### src/rtl/key_cond_pkg.sv
// Shared types and timing constants for the DE2 key front-end.
// Holds the repeat-FSM state enum, 50 MHz defaults and sim-scale values.
package key_cond_pkg;

  typedef enum logic [1:0] {
    IDLE,
    DELAY,
    REPEAT
  } rep_state_t;

  localparam int DEF_DEBOUNCE_CYCLES = 1000000;
  localparam int DEF_REPEAT_DELAY    = 25000000;
  localparam int DEF_REPEAT_RATE     = 5000000;

  localparam int SIM_DEBOUNCE_CYCLES = 8;
  localparam int SIM_REPEAT_DELAY    = 20;
  localparam int SIM_REPEAT_RATE     = 5;

  function automatic int max_int(int a, int b);
    return (a > b) ? a : b;
  endfunction

endpackage

### src/rtl/key_channel.sv
// One key: 2-FF synchroniser, debounce counter, auto-repeat FSM.
// Ports: CLOCK_50, RESET_N, key_raw (0=pressed) -> press, release_pulse, held.
module key_channel
  import key_cond_pkg::*;
#(
  parameter int DEBOUNCE_CYCLES = DEF_DEBOUNCE_CYCLES,
  parameter int REPEAT_DELAY    = DEF_REPEAT_DELAY,
  parameter int REPEAT_RATE     = DEF_REPEAT_RATE,
  parameter bit REPEAT_EN       = 1'b1
) (
  input  logic CLOCK_50,
  input  logic RESET_N,
  input  logic key_raw,
  output logic press,
  output logic release_pulse,
  output logic held
);

  localparam int CW   = $clog2(DEBOUNCE_CYCLES);
  localparam int RMAX = max_int(REPEAT_DELAY, REPEAT_RATE);
  localparam int RCW  = $clog2(RMAX);

  localparam logic [CW-1:0]  CNT_TC  = CW'(DEBOUNCE_CYCLES - 1);
  localparam logic [RCW-1:0] DLY_TC  = RCW'(REPEAT_DELAY - 1);
  localparam logic [RCW-1:0] RATE_TC = RCW'(REPEAT_RATE - 1);

  logic           s1;
  logic           s2;
  logic           pressed_s;
  logic [CW-1:0]  cnt;
  logic           acc;
  logic           acc_press;
  logic           acc_rel;

  rep_state_t     state;
  rep_state_t     state_n;
  logic [RCW-1:0] rc;
  logic [RCW-1:0] rc_n;
  logic           rep_press;

  assign pressed_s = ~s2;
  assign acc       = (pressed_s != held) && (cnt == CNT_TC);
  assign acc_press = acc & pressed_s;
  assign acc_rel   = acc & ~pressed_s;

  always_ff @(posedge CLOCK_50) begin
    if (!RESET_N) begin
      s1            <= 1'b1;
      s2            <= 1'b1;
      cnt           <= '0;
      held          <= 1'b0;
      press         <= 1'b0;
      release_pulse <= 1'b0;
    end else begin
      s1            <= key_raw;
      s2            <= s1;
      press         <= acc_press | rep_press;
      release_pulse <= acc_rel;
      if (pressed_s == held) begin
        cnt <= '0;
      end else if (acc) begin
        held <= pressed_s;
        cnt  <= '0;
      end else begin
        cnt <= cnt + 1'b1;
      end
    end
  end

  always_ff @(posedge CLOCK_50) begin
    if (!RESET_N) begin
      state <= IDLE;
      rc    <= '0;
    end else begin
      state <= state_n;
      rc    <= rc_n;
    end
  end

  // A release accepted on a terminal-count cycle suppresses the repeat.
  always_comb begin
    state_n   = state;
    rc_n      = rc;
    rep_press = 1'b0;
    unique case (state)
      IDLE: begin
        if (REPEAT_EN && acc_press) begin
          state_n = DELAY;
          rc_n    = '0;
        end
      end
      DELAY: begin
        if (acc_rel) begin
          state_n = IDLE;
          rc_n    = '0;
        end else if (rc == DLY_TC) begin
          state_n   = REPEAT;
          rc_n      = '0;
          rep_press = 1'b1;
        end else begin
          rc_n = rc + 1'b1;
        end
      end
      REPEAT: begin
        if (acc_rel) begin
          state_n = IDLE;
          rc_n    = '0;
        end else if (rc == RATE_TC) begin
          rc_n      = '0;
          rep_press = 1'b1;
        end else begin
          rc_n = rc + 1'b1;
        end
      end
      default: begin
        state_n = IDLE;
        rc_n    = '0;
      end
    endcase
  end

endmodule

### src/rtl/key_conditioner.sv
// Debounced press/release/held and auto-repeat for the raw DE2 KEYs.
// Ports: CLOCK_50, RESET_N, KEY (0=pressed) -> press, release_pulse, held.
// release_pulse carries the release events ("release" is a reserved word).
module key_conditioner
  import key_cond_pkg::*;
#(
  parameter int NUM_KEYS        = 4,
  parameter int DEBOUNCE_CYCLES = DEF_DEBOUNCE_CYCLES,
  parameter int REPEAT_DELAY    = DEF_REPEAT_DELAY,
  parameter int REPEAT_RATE     = DEF_REPEAT_RATE,
  parameter logic [NUM_KEYS-1:0] REPEAT_MASK = NUM_KEYS'(4'b0011)
) (
  input  logic                CLOCK_50,
  input  logic                RESET_N,
  input  logic [NUM_KEYS-1:0] KEY,
  output logic [NUM_KEYS-1:0] press,
  output logic [NUM_KEYS-1:0] release_pulse,
  output logic [NUM_KEYS-1:0] held
);

  for (genvar i = 0; i < NUM_KEYS; i++) begin : g_key
    key_channel #(
      .DEBOUNCE_CYCLES (DEBOUNCE_CYCLES),
      .REPEAT_DELAY    (REPEAT_DELAY),
      .REPEAT_RATE     (REPEAT_RATE),
      .REPEAT_EN       (REPEAT_MASK[i])
    ) u_ch (
      .CLOCK_50      (CLOCK_50),
      .RESET_N       (RESET_N),
      .key_raw       (KEY[i]),
      .press         (press[i]),
      .release_pulse (release_pulse[i]),
      .held          (held[i])
    );
  end

endmodule

### config.mk
export PLATFORM = sky130hd
export DESIGN_NAME = key_conditioner
export DESIGN_NICKNAME = d
export VERILOG_FILES = /design/src/rtl/key_cond_pkg.sv /design/src/rtl/key_channel.sv /design/src/rtl/key_conditioner.sv
export SDC_FILE = /design/constraint.sdc
export NUM_CORES = 1
export LEC_CHECK = 0
export CORE_AREA = 2 2 127 129
export DETAILED_ROUTE_END_ITERATION = 10
export DIE_AREA = 0 0 129 131
export PLACE_DENSITY = 0.69
export SLEW_MARGIN = 20
export SYNTH_ARGS = -nofsm -noshare
export SYNTH_HDL_FRONTEND = slang
export SYNTH_HIERARCHICAL = 1
export SYNTH_SLANG_ARGS = --single-unit
### constraint.sdc
create_clock -name CLOCK_50 -period 2.91 [get_ports CLOCK_50]
set_clock_uncertainty 0.15 [all_clocks]
set_input_delay 0.291 -clock CLOCK_50 [delete_from_list [all_inputs] [get_ports CLOCK_50]]
set_output_delay 0.291 -clock CLOCK_50 [all_outputs]
set_load 0.1 [all_outputs]
Word level (Yosys, flattened, before mapping)
Index checks and enable logic that the tools add are counted.
{ "classes": {"n_addsub": 8, "eq_ne": 38, "muxes": 60, "n_bitwise": 23, "n_reduce_logical": 20} }
{ "ops": {"columns": ["cell", "count"], "rows": [
  ["$mux 25", 18],
  ["$pmux 25 s3", 4],
  ["$add 25x1->25 const B", 4],
  ["$eq 25x23->1 const B", 4],
  ["$eq 25x25->1 const B", 4],
  ["$add 20x1->20 const B", 4],
  ["$eq 20x20->1 const B", 4],
  ["$mux 2", 14],
  ["$pmux 2 s3", 4],
  ["$mux 1", 16],
  ["$ne 2x1->1 const B", 6],
  ["$ne 3x1->1 const B", 4],
  ["$reduce_and 3->1", 4],
  ["$reduce_or 3->1", 4],
  ["$not 1->1", 11],
  ["$and 1x1->1", 8],
  ["$eq 2x1->1 const B", 4],
  ["$eq 2x2->1 const B", 4],
  ["$logic_not 2->1", 4],
  ["$pmux 1 s2", 4],
  ["$reduce_and 2->1", 4],
  ["$eq 1x1->1", 4],
  ["$logic_and 1x1->1", 4],
  ["$ne 1x1->1", 4],
  ["$or 1x1->1", 4]
]} }
{ "word_totals": {"ff_bits": 208, "output_inout_bits": 12} }

Longest topological paths before layout
Gate-level depths: netlist of the first run.
{ "logic_depth": {"ltp_word": 7, "ltp_mapped": 9, "mapped_depth_nobuf": 7} }

Modules after synthesis
The synthesis of the first run kept the hierarchy.
{ "by_module_without_submodules": {"columns": ["mod", "n_inst", "cells_each", "area_per_inst_um2"], "rows": [
  ["key_channel (g_key[0].u_ch ...)", 2, 353, 2886.5],
  ["key_channel (g_key[3].u_ch)", 1, 123, 1111.1],
  ["key_channel (g_key[2].u_ch)", 1, 116, 1064.8]
]} }

Worst setup path after synthesis of the first run
Ideal clock, no wire load.
{ "synth_path": {"kind": "register -> register", "start": "register g_key[0].u_ch.held", "end": "register g_key[0].u_ch.rc[10]", "arrival_time_ns": 2.238, "t_required_ns": 2.628, "setup_slack_ns": 0.390, "stages_incl_launch_ff": 7, "path_cell_list": "dfxtp_1 > nand2_1 > nor4_1 > a21oi_2 > buf_2 > o211ai_1 > a31oi_1"} }
{ "synth_between": {"elab_chain_cells": 5, "word_cells_on_any_way": 8} }
{ "synth_rtl": {"columns": ["element", "line", "rtl"], "rows": [
  ["start: declaration", "key_channel.sv:16", "output logic held"],
  ["start signal: assignment", "key_channel.sv:62", "held <= pressed_s;"],
  ["$ne 1x1->1 (*)", "key_channel.sv:42", "assign acc = (pressed_s != held) && (cnt == CNT_TC);"],
  ["$logic_and 1x1->1 (*)", "key_channel.sv:42", null],
  ["$and 1x1->1", "key_channel.sv:44", "assign acc_rel = acc & ~pressed_s;"],
  ["$mux 25 (on tied branches)", "key_channel.sv:105, key_channel.sv:93", null],
  ["$pmux 25 s3", "key_channel.sv:85", "unique case (state)"],
  ["end signal: assignment", "key_channel.sv:76", "rc <= rc_n;"],
  ["end: declaration", "key_channel.sv:37", "logic [RCW-1:0] rc;"]
]} }
Mark *: on every way between the ends. The rest lies on a longest branch, timed or not.
A chain may end at the register's enable or synchronous reset.

Final worst setup path of the first run
{ "layout_path": {"start": "register g_key[1].u_ch.rc[0]", "end": "register g_key[1].u_ch.rc[22]"} }
{ "layout_between": {"elab_chain_cells": 4, "word_cells_on_any_way": 8} }
{ "layout_rtl": {"columns": ["element", "line"], "rows": [
  ["start: declaration", "key_channel.sv:37"],
  ["start signal: assignment", "key_channel.sv:76"],
  ["$add 25x1->25, or another cell as far along", "key_channel.sv:101, key_channel.sv:112"],
  ["$mux 25 (on tied branches)", "key_channel.sv:108, key_channel.sv:96"],
  ["$mux 25 (on tied branches)", "key_channel.sv:105, key_channel.sv:93"],
  ["$pmux 25 s3 (*)", "key_channel.sv:85"]
]} }
Marked as above.

==> impl_metrics.toml, run 1 <==
[cts]
clk_pin_slew_ps = 60
holdBufCountCts = 0
cts_buffers = 17
clkSinkCount = 154
cts_setup_buffers = 0
root_buffer = "clkbuf_16"
cts_resized = 0
cts_tree = "done"
cts_max_level = 4
clock_latency_ps = 420
cts_buffer_depth = 2

[synth]
synth_cell_types = 69
yosysWarnings = 6
ys.flop_type = "dfxtp_1"
synth_cells = 945
synth_fp_nets = 963
syn_area_sq_mm = 0.00795
syn_area_per_cell_sq_um = 8.41
ys_ff_latch = 154
ys_seq_area_frac = 0.388
synth_edf_count = 0
synth-async-reset-ratio = 0

[min_path]
holdPathStages = 1
holdCritPathClass = "reg -> reg"
min_from = "g_key[3].u_ch/s1"
min_to = "g_key[3].u_ch/s2"

[pwr]
netSwitchingPower_w = 0.000905
swShare = 0.207
p_per_area_mw_per_mm2 = 488
intPower_w = 0.00347
vdd_drop_max_uv = 402
leakage_nw = 2.69
power_frac_comb = 0.013
seqPwrFrac = 0.485
clkPwrFrac = 0.502

[drt]
wire_per_inst_um = 14.0
routed_wl_um = 16700
drt_iter0_drc = 538
vias = 6821
viasPerCell = 5.69
drc = 0
drtPass1Iterations = 6
ant_nets = 0

[worst_setup_path]
cp_top_family = "compound AO/OA/AOI/OAI gates"
cp.arrival_ps = 2760
reg2reg_slack_ps = 310
crit_path_max_fanout = 23
cp_cell_sequence = "ha_1 > and4_1 > nand4_4 > o41ai_4 > a21oi_4 > buf_4 > o211ai_1 > a31oi_1"
endpoint_kind = "flip-flop"
cpPeakStageDelay_ps = 530
cp_slowest_cell = "o41ai_4"
critPathBufInv = 1
crit_path_start_kind = "flip-flop"
crit_type = "reg -> reg"
r2r_cells = 8
reg2reg_from = "g_key[1].u_ch/rc[0]"
cp.required_ps = 3070
rr_endpoint = "g_key[1].u_ch/rc[22]"

[timing]
slew_headroom = 0.519
slew_viol_final = 0
fin_crit_sh = 0.894
fmax_ghz = 0.385
layout_min_cycle_time_ps = 2600
hold_violations = 0
rsz0062_at_grt = "no"
setup_viol = 0
finalSetupTns_ps = 0
worst_pin_slew_ps = 722
whs_ps = 257

[placement]
dpl.hpwl_um = 11500
port_buffers = 17
finalWeightedCongestion = 0.846

[floorplan]
pin_count = 18
start_util = 0.510
coreArea_sq_mm = 0.0156
fp-row-count = 46
die_area_sq_mm = 0.0169
die_h_um = 131
dieWidth_um = 129

[job]
max-cap-violations = 0

[grt]
antenna_found_initial = 0
grt_usage = 0.206
grt_pass1_wl_um = 28600
grt_pass1_vias = 6138
grt_max_degree = 25
overflow = 0

[cells_and_area]
diodes = 0
nets = 988
drive_gt1_frac = 0.123
area_growth_pct = 12.6

[outcome]
status = "complete, no violations"
worst max-delay path by stage:
stage,start,endpoint,cells after the start,slack [ps]
2_1_floorplan,g_key[0].u_ch/held,g_key[0].u_ch/rc[10],6,390
3_3_place_gp,g_key[1].u_ch/rc[0],g_key[1].u_ch/rc[22],8,420
3_5_place_dp,g_key[1].u_ch/rc[0],g_key[1].u_ch/rc[22],8,350
4_1_cts,g_key[1].u_ch/rc[0],g_key[1].u_ch/rc[22],8,340
5_1_grt,g_key[1].u_ch/rc[0],g_key[1].u_ch/rc[23],8,180
6_report,g_key[1].u_ch/rc[0],g_key[1].u_ch/rc[22],8,310
metrics by stage:
step	setup WS (ps)	utilization	cells	area, sq um	total power, W
2_1_floorplan	390	-	945	7950	0.00220
3_3_place_gp	420	0.536	1167	8360	0.00223
3_5_place_dp	347	0.536	1167	8360	0.00223
4_1_cts	339	0.574	1199	8950	0.00442
5_1_grt	180	0.574	1199	8950	0.00451
6_report	310	0.574	1199	8950	0.00437
sequential cells by signal (all words and copies together), names as in the netlist:
| register | count |
|---|---|
| g_key.u_ch/state | 4 |
| g_key.u_ch/s2 | 4 |
| g_key.u_ch/rc | 50 |
| g_key.u_ch/held | 4 |
| g_key.u_ch/cnt | 80 |
| g_key.u_ch/s1 | 4 |
| g_key.u_ch/press | 4 |
| g_key.u_ch/release_pulse | 4 |
placed cells by master (no fill, tap or decap), types with 4 or more instances in the layout:
cell	Yosys	layout
nor2b_1	6	6
o211ai_1	16	16
nand4_1	38	38
o21ai_1	2	4
nand4b_1	6	6
ha_1	12	12
a31oi_2	8	8
nand3_2	4	4
nor4_1	22	22
or4_1	10	10
a31oi_1	34	34
and2_1	5	5
and4_1	4	4
nand2b_1	9	9
nor2_1	127	127
nor4b_1	4	4
o31ai_1	4	4
nor3_1	28	28
clkdlybuf4s50_1	0	5
xnor2_1	45	45
dfxtp_1	154	154
a21oi_1	23	23
nand3_1	113	113
buf_4	4	37
clkbuf_16	0	17
nand3b_1	5	5
inv_1	26	26
and3_1	9	9
nand2_1	97	97
xor2_1	24	24
cells in the mapped netlist, types with 5 or more instances:
cell / n / area [sq um]
nand2_1: 97 / 364
xor2_1: 24 / 210
nor3_1: 28 / 140
o211ai_1: 16 / 120
nand4_1: 38 / 238
nor4_1: 22 / 138
buf_2: 16 / 80.1
nor2b_1: 6 / 37.5
nor2_1: 127 / 477
a31oi_1: 34 / 213
and2_1: 5 / 31.3
nand3_1: 113 / 566
clkbuf_1: 10 / 37.5
a31oi_2: 8 / 100
dfxtp_1: 154 / 3080
ha_1: 12 / 150
buf_6: 6 / 67.6
nand2b_1: 9 / 56.3
or4_1: 10 / 75.1
nand4b_1: 6 / 52.6
inv_1: 26 / 97.6
xnor2_1: 45 / 394
nand3b_1: 5 / 37.5
o21ai_0: 5 / 25.0
a21oi_1: 23 / 115
and3_1: 9 / 56.3
final cells by class:
cell class	instances	area, sq um
tap	216	270
timing repair buffer	43	348
multi-input combinational	728	4560
sequential	154	3080
clock inverter	10	116
fill	1398	6650
clock buffer	22	474
inverter	26	97.6
kinds of logic after synthesis:
family / count (synthesis) / share of synthesized area
and+or+nand+nor: 525 / 0.356
AOI/OAI and AO/OA: 119 / 0.117
DFF: 154 / 0.388
buffers and inverters: 63 / 0.0400
adders and majority gates: 12 / 0.0189
xor gates and xnor gates: 69 / 0.0760
muxes: 3 / 0.00378
worst register-to-register path, stage by stage (launching register included):
cell	delay (ps)
dfxtp_1	390
ha_1	250
and4_1	290
nand4_4	150
o41ai_4	530
a21oi_4	270
buf_4	260
o211ai_1	110
a31oi_1	100
metal layers:
metal	part of all wire	vias up	global-route usage
li1	-	3496	-
met1	0.50	3175	0.278
met2	0.45	127	0.329
met3	0.033	23	0.0354
met4	0.018	0	0.0831
met5	0	-	0
power by group through the flow:
stage	Sequential, W	Combinational [W]	Clock, W
3_5_place_dp	0.00217	0.0000592	0
6_report	0.00212	0.0000586	0.00219
2_1_floorplan	0.00217	0.0000309	0
4_1_cts	0.00212	0.0000592	0.00224
3_3_place_gp	0.00217	0.0000593	0
5_1_grt	0.00212	0.0000645	0.00232
Power figures use the tool's default switching activity.
==> run 2: changes to the inputs <==
--- a/config.mk
+++ b/config.mk
@@ -5,11 +5,11 @@
 export SDC_FILE = /design/constraint.sdc
 export NUM_CORES = 1
 export LEC_CHECK = 0
-export CORE_AREA = 2 2 127 129
+export CORE_AREA = 2 2 182 184
 export DETAILED_ROUTE_END_ITERATION = 10
-export DIE_AREA = 0 0 129 131
-export PLACE_DENSITY = 0.69
-export SLEW_MARGIN = 20
+export DIE_AREA = 0 0 184 186
+export PLACE_DENSITY = 0.4
+export SLEW_MARGIN = 10
 export SYNTH_ARGS = -nofsm -noshare
 export SYNTH_HDL_FRONTEND = slang
 export SYNTH_HIERARCHICAL = 1
==> impl_metrics.toml, run 2 (synthesized netlist as in run 1, its figures left out) <==
[outcome]
status = "complete, no violations"

[floorplan]
fp-row-count = 66
coreArea_sq_mm = 0.0322
die_h_um = 186
dieWidth_um = 184
start_util = 0.247
pin_count = 18
die_area_sq_mm = 0.0342

[timing]
layout_min_cycle_time_ps = 2680
worst_pin_slew_ps = 1160
whs_ps = 257
fin_crit_sh = 0.921
slew_viol_final = 0
slew_headroom = 0.225
fmax_ghz = 0.373
hold_violations = 0
rsz0062_at_grt = "no"
setup_viol = 0
finalSetupTns_ps = 0

[worst_setup_path]
critPathLaunch = "g_key[1].u_ch/rc[0]"
cp.arrival_ps = 2850
endpoint_kind = "flip-flop"
cp.required_ps = 3080
reg2reg_from = "g_key[1].u_ch/rc[0]"
crit_path_start_kind = "flip-flop"
crit_path_max_fanout = 24
crit_type = "reg -> reg"

[cells_and_area]
nets = 992
drive_gt1_frac = 0.130
final_common_cell = "dfxtp_1"
final_cell_mix = "dfxtp_1, nor2_1, nand3_1"
area_growth_pct = 15.9
largest_register_ffs = 80
diodes = 0
fillers = 3449
largest_register = "g_key.u_ch/cnt"
reg_top3 = "g_key.u_ch/cnt: 80 flops, g_key.u_ch/rc: 50 flops"

[min_path]
min_from = "g_key[3].u_ch/s1"
holdCritPathClass = "reg -> reg"

[drt]
drtPass1Iterations = 5
wl_met1_um = 10100
drc = 0
routed_wl_um = 20100
ant_nets = 0
wl_met2_um = 9220
routed.top_layer = "met4"
drt_iter0_drc = 410
wl_met3_um = 558
viasPerCell = 4.89
vias = 6815
wire_per_inst_um = 14.4

[cts]
cts_tree = "done"
cts_setup_buffers = 0
cts_resized = 0
cts_buffers = 17
clk_pin_slew_ps = 70
holdBufCountCts = 0
clock_latency_ps = 440
cts_buffer_depth = 2
cts_max_level = 4
root_buffer = "clkbuf_16"
clkSinkCount = 154

[pwr]
p_per_area_mw_per_mm2 = 483
swShare = 0.243
power_frac_comb = 0.013
clkPwrFrac = 0.511
leakage_nw = 2.70
netSwitchingPower_w = 0.00108
vdd_drop_max_uv = 389
intPower_w = 0.00337
seqPwrFrac = 0.476

[grt]
grt_pass1_wl_um = 33600
grt_max_degree = 46
antenna_found_initial = 0
grt_pass1_vias = 6445
overflow = 0
grt_usage = 0.122

[placement]
port_buffers = 17
dpl.hpwl_um = 13500
finalWeightedCongestion = 0.753

[job]
max-cap-violations = 0
run 2: layout make-up:
cell class | count | area [sq um] | share of cell area
multi-input cells | 729 | 4580 | 0.497
flip-flops and latches | 154 | 3080 | 0.335
well taps | 408 | 510 | 0.0554
clock buffers | 18 | 439 | 0.0477
repair buffers | 46 | 358 | 0.0388
clock inverters | 14 | 148 | 0.0160
inverters | 26 | 97.6 | 0.0106
run 2: through the flow:
stage / cell area, sq um / std cells / utilization / power (W) / worst slack [ps]
global placement: 8610 / 1362 / 0.267 / 0.00223 / 68.7
global route: 9210 / 1395 / 0.286 / 0.00464 / 32.0
CTS: 9200 / 1394 / 0.286 / 0.00456 / 24.4
finish: 9210 / 1395 / 0.286 / 0.00445 / 231
floorplan: 7950 / 945 / - / 0.00220 / 390
detailed placement: 8610 / 1362 / 0.267 / 0.00223 / 46.8
run 2: routing by layer:
layer,vias to the layer above,GRT usage
met3,13,0.0250
met2,73,0.199
met4,0,0.0378
met5,-,0
li1,3497,-
met1,3232,0.162
run 2: worst paths after layout:
kind / endpoint / slack (ps) / cells past startpoint
worst min register to register: g_key[3].u_ch/s2 / 260 / 1
worst max-delay path: g_key[1].u_ch/rc[2] / 230 / 8
worst min-delay path: g_key[3].u_ch/s2 / 260 / 1
worst max register to register: g_key[1].u_ch/rc[2] / 230 / 8
run 2: critical path, cell delays in order, from the launching register on:
cell	delay [ps]
dfxtp_1	400
ha_1	250
and4_1	320
nand4_4	160
o31ai_1	540
a21oi_4	280
buf_4	280
nand4b_1	110
a31oi_1	80
run 2: power groups by stage:
stage / Sequential (W) / Clock [W] / Combinational (W)
floorplan: 0.00217 / 0 / 0.0000309
global placement: 0.00217 / 0 / 0.0000600
detailed placement: 0.00217 / 0 / 0.0000596
CTS: 0.00212 / 0.00238 / 0.0000596
global route: 0.00212 / 0.00246 / 0.0000648
finish: 0.00212 / 0.00227 / 0.0000574
